## config.mk

```make
export PLATFORM = sky130hd
export DESIGN_NAME = nibble_serial_add_ctrl
export DESIGN_NICKNAME = d
export VERILOG_FILES = /design/src/rtl/nibble_serial_add_ctrl.sv
export SDC_FILE = /design/constraint.sdc
export NUM_CORES = 1
export LEC_CHECK = 0
export ABC_CLOCK_PERIOD_IN_PS = 4300
export BUFFER_PORTS_ARGS = -buffer_cell sky130_fd_sc_hd__clkbuf_2
export CORE_UTILIZATION = 48
export CTS_CLUSTER_SIZE = 16
export DETAILED_ROUTE_END_ITERATION = 8
export GPL_ROUTABILITY_DRIVEN = 0
export PLACE_DENSITY = 0.77
export SLEW_MARGIN = 25
export SYNTH_ARGS = -nofsm -noshare
export SYNTH_HDL_FRONTEND = slang
export SYNTH_SLANG_ARGS = --single-unit
```

## constraint.sdc

```tcl
create_clock -name CLK -period 4.3 [get_ports CLK]
set_clock_uncertainty 0.15 [all_clocks]
set_input_delay 0.645 -clock CLK [delete_from_list [all_inputs] [get_ports CLK]]
set_output_delay 0.645 -clock CLK [all_outputs]
set_load 0.05 [all_outputs]
```

## src/rtl/nibble_serial_add_ctrl.sv

```systemverilog
// nibble_serial_add_ctrl: adds WIDTH-bit operands one nibble per clock
// through a shared external 4-bit adder slice, carrying the ripple carry in a register.
module nibble_serial_add_ctrl #(
  parameter int WIDTH = 16
) (
  input  logic             CLK,
  input  logic             RST,
  input  logic             START,
  input  logic [WIDTH-1:0] A,
  input  logic [WIDTH-1:0] B,
  input  logic             C_in,
  output logic             READY,
  output logic             BUSY,
  output logic [3:0]       ADD_A,
  output logic [3:0]       ADD_B,
  output logic             ADD_CIN,
  input  logic [3:0]       ADD_S,
  input  logic             ADD_COUT,
  output logic [WIDTH-1:0] S,
  output logic             C_out,
  output logic             DONE
);

  localparam int NIB = WIDTH / 4;
  localparam int IW  = (NIB > 1) ? $clog2(NIB) : 1;
  localparam logic [IW-1:0] LAST = IW'(NIB - 1);

  typedef enum logic [1:0] {
    ST_IDLE,
    ST_RUN,
    ST_DONE
  } state_t;

  state_t           state_q, state_d;
  logic [IW-1:0]    idx_q, idx_d;
  logic             carry_q, carry_d;
  logic [WIDTH-1:0] a_q, a_d;
  logic [WIDTH-1:0] b_q, b_d;
  logic [WIDTH-1:0] s_q, s_d;
  logic [WIDTH-1:0] res_q, res_d;
  logic             cout_q, cout_d;
  logic [3:0]       nib_a, nib_b;
  logic             run;

  // State and datapath registers; reset aborts any operation in flight
  always_ff @(posedge CLK or posedge RST) begin
    if (RST) begin
      state_q <= ST_IDLE;
      idx_q   <= '0;
      carry_q <= 1'b0;
      a_q     <= '0;
      b_q     <= '0;
      s_q     <= '0;
      res_q   <= '0;
      cout_q  <= 1'b0;
    end else begin
      state_q <= state_d;
      idx_q   <= idx_d;
      carry_q <= carry_d;
      a_q     <= a_d;
      b_q     <= b_d;
      s_q     <= s_d;
      res_q   <= res_d;
      cout_q  <= cout_d;
    end
  end

  // Select the operand nibbles addressed by the pass index
  always_comb begin
    nib_a = '0;
    nib_b = '0;
    for (int n = 0; n < NIB; n++) begin
      if (idx_q == IW'(n)) begin
        nib_a = a_q[4*n +: 4];
        nib_b = b_q[4*n +: 4];
      end
    end
  end

  // Next-state logic: accept, one adder pass per cycle, publish result
  always_comb begin
    state_d = state_q;
    idx_d   = idx_q;
    carry_d = carry_q;
    a_d     = a_q;
    b_d     = b_q;
    s_d     = s_q;
    res_d   = res_q;
    cout_d  = cout_q;
    unique case (state_q)
      ST_IDLE: begin
        if (START) begin
          a_d     = A;
          b_d     = B;
          carry_d = C_in;
          idx_d   = '0;
          state_d = ST_RUN;
        end
      end
      ST_RUN: begin
        for (int n = 0; n < NIB; n++) begin
          if (idx_q == IW'(n)) begin
            s_d[4*n +: 4] = ADD_S;
          end
        end
        carry_d = ADD_COUT;
        if (idx_q == LAST) begin
          res_d   = s_d;
          cout_d  = ADD_COUT;
          idx_d   = '0;
          state_d = ST_DONE;
        end else begin
          idx_d = idx_q + IW'(1);
        end
      end
      ST_DONE: begin
        state_d = ST_IDLE;
      end
      default: begin
        state_d = ST_IDLE;
      end
    endcase
  end

  assign run     = (state_q == ST_RUN);
  assign READY   = (state_q == ST_IDLE);
  assign BUSY    = !READY;
  assign DONE    = (state_q == ST_DONE);
  assign ADD_A   = run ? nib_a : 4'h0;
  assign ADD_B   = run ? nib_b : 4'h0;
  assign ADD_CIN = run & carry_q;
  assign S       = res_q;
  assign C_out   = cout_q;

endmodule
```

==> summary.md <==
| Metric | Value |
|---|---|
| Sw Share | 47.9% |
| TritonCTS buffer count | 9 |
| Period Utilization, post-route | 81.7% |
| Starting density of the core | approximately half |
| Wire per inst | about 15 um |
| Overall power | 0.00321 W |
| Number of global-route vias before repair | about 2200 |
| GR Util met1 | 31.4% |
| Dpl cell area | 3400 um2 |
| Max_cap viols | 0 |
| Main combinational cell family by area after synthesis | simple AND/OR/NAND/NOR gates |
| H-tree depth | 3 |
| FF-to-FF path depth | 3 |
| Proportion of synthesized area in mux cells | ~12% |
| Most frequent cells in the layout | nand2_1 (111), clkbuf_2 (69), dfrtp_1 (66) |
| Root buf cell | clkbuf_8 |
| IO buf count | a little under 70 |
| Layout Nets | slightly above 400 |
| Busiest layer in global routing | met2 |
| P_leak | 1.89 nW |
| Clock-pin transition on the worst setup and hold timing paths | roughly 0.06 ns |
| Slew headroom | 42.8% |
| Mapped Cells | 297 |
| Slew Viols, Final | 0 |
| Library cells used by synthesis | 31 |
| CTS tree | built |
| DRT iter0 DRCs | between 150 and 200 |
| Top_reg_cell synth | dfrtp_1 |
| Part of the power in the clock network | between 10% and 20% |
| Adder-cell area share of the yosys netlist | roughly 1.6% |
| Core area | just over 6000 um2 |
| Worst skew pair latency | 0.34 ns |
| Syn_area_per_cell | 10.3 um2 |
| Number of synthesized flops with an enable pin | 0 |
| Post-CTS sizing | 0 |
| Post-Synth XOR/XNOR Area | 0% |
| Total vias in the final route | 2295 |
| Startpoint Class | register |
| DR vias/cell | roughly 5.3 |
| Syn nets | approximately 340 |
| DRC viols | 0 |
| Die footprint | 6730 um2 |
| # IOs | 70 |
| Gate power share | between 50% and 60% |
| Antenna fix cells | 0 |
| FF+latch count, synth | 66 |
| Outcome | finished, final reports clean |
| Post-route ant nets | 0 |
| CTS max path bufs | 2 |
| P per Cell Area | 905 nW/um2 |
| P&R area growth vs syn | 15.4% |
| Hold Path Class | in2async |
| Crit path DAT | between 2 and 3 ns |
| Synthesis warning total | 0 |
| Sequential share of power | 35.0% |
| Largest net degree at the start of global routing | 36 |
| Total Routed Length | 6.51 mm |
| Critical path class | reg2out |
| Synth Area in Compound Gates | 7.49% |
| Endpoints failing setup | 0 |
| Hold Buf Count CTS | 0 |
| Critical Path Fanout Max | 7 |
| FMAX | 285 MHz |
| Fin area | about 3500 um2 |
| Final count of hold timing violations | 0 |
| Layout cell share with drive strength beyond 1 | 29.8% |
| Clock sinks | 66 |
| Most common cell after layout, fill and taps aside | nand2_1 |
| Cell Area, Synth | 3070 um2 |
| Worst-Margin Slew | 0.857 ns |
| First-pass GRT wire length | 10.7 mm |
| Post-route setup TNS | 0 ns |
| Max VDD drop | 0.452 mV |
| Sw Pwr | 0.00154 W |
| Min Tclk post-route | roughly 3.5 ns |
| RSZ-0062 raised after global routing | false |
| DR pass1 iterations | 4 |
| GR Util met2 | 32.2% |
| Gr usage total | ~22% |
| WP data required | 3.50 ns |
| Rows | 28 |
| Async S/R FF share, synth | 100% |
| Post-synthesis sequential area ratio | 53.7% |
| Simple-gate share of the synthesized area | between 20% and 30% |
| Die width | between 80 and 90 um |
| Die Ht | 82.0 um |
| Internal power | 0.00167 W |
| Remaining Overflow, GRT | 0 |
| HPWL Detailed | 4.45 mm |
| Total setup buffers inserted after CTS | 0 |
| Worst setup EP type | primary output |
| Initial antenna violation count | 0 |
| Global Route met3 Usage | 3.44% |
==> flip-flops by register name, indices dropped and copies added, names as in the netlist <==
signal	cells
S	16
a_q	16
b_q	16
s_q	12
idx_q	2
state_q	2
C_out	1
carry_q	1
==> metal layers <==
metal	up-vias	wire [um]
met5	-	0
met4	0	116
met3	9	301
met2	64	3030
met1	1106	3060
li1	1116	-
==> synthesized netlist by cell type (3+ instances only) <==
| cell | number | area [um2] |
|---|---|---|
| mux2_2 | 5 | 56.3 |
| nand2_4 | 3 | 33.8 |
| a221oi_1 | 7 | 61.3 |
| ha_1 | 4 | 50.1 |
| o21ai_0 | 14 | 70.1 |
| clkbuf_1 | 4 | 15.0 |
| buf_2 | 6 | 30.0 |
| nand2_1 | 111 | 417 |
| dfrtp_1 | 66 | 1650 |
| nand3_1 | 9 | 45.0 |
| inv_1 | 5 | 18.8 |
| buf_6 | 5 | 56.3 |
| nor2b_1 | 9 | 56.3 |
| mux2i_1 | 12 | 120 |
| mux2_4 | 12 | 180 |
| buf_4 | 3 | 22.5 |
| o41ai_1 | 7 | 61.3 |
==> per-stage QoR <==
step                setup WS [ns]  util, %  hold slack (ns)  cells
floorplan                   0.740        -            0.294    297
global placement             1.23     56.2            0.310    424
detailed placement           1.15     56.2            0.312    424
CTS                         0.777     58.5            0.262    437
global route                0.636     58.5            0.305    437
finish                      0.786     58.5            0.242    437
==> power groups by stage <==
stage               logic, W  clock network (W)  registers, W
finish               0.00168           0.000407       0.00112
floorplan            0.00112                  0       0.00136
detailed placement   0.00168                  0       0.00113
global route         0.00182           0.000439       0.00116
CTS                  0.00169           0.000414       0.00112
global placement     0.00165                  0       0.00112
==> cell families (layout without fill, tap and decap cells) <==
family,after synthesis,count (layout)
AND/OR/NAND/NOR,141,141
adder cells (fa/ha/maj),4,4
multiplexers,29,29
AO/OA/AOI/OAI,33,33
buffers and inverters,24,89
flip-flops,66,66
==> worst max-delay path, cell delays in order (launching register included) <==
cell and delay (ns):
dfrtp_1 0.43, inv_1 0.10, ha_1 0.39, nor2b_1 0.51, a221oi_1 0.17, o41ai_1 0.44
clkbuf_2 0.35
==> final timing paths <==
kind                                       from             endpoint  slack (ns)
min reg2reg                 a_q[12]$_DFFE_PP0P_  a_q[12]$_DFFE_PP0P_        0.33
max reg2reg                idx_q[0]$_DFFE_PP0P_    S[14]$_DFFE_PP0P_        2.16
min                                         RST    S[13]$_DFFE_PP0P_        0.24
min in group CLK            a_q[12]$_DFFE_PP0P_  a_q[12]$_DFFE_PP0P_        0.33
max                        idx_q[0]$_DFFE_PP0P_             ADD_B[3]        0.79
max in group asynchronous                   RST   b_q[9]$_DFFE_PP0P_        2.87
==> cell type report <==
cell class	instances	area, um2
Clock buffer	12	135
Clock inverter	1	5.00
Fill cell	545	2520
Inverter	5	18.8
Multi-Input combinational cell	207	1280
Sequential cell	66	1650
Tap cell	75	93.8
Timing Repair Buffer	71	360
No activity file was read; power rests on OpenSTA's default activity.
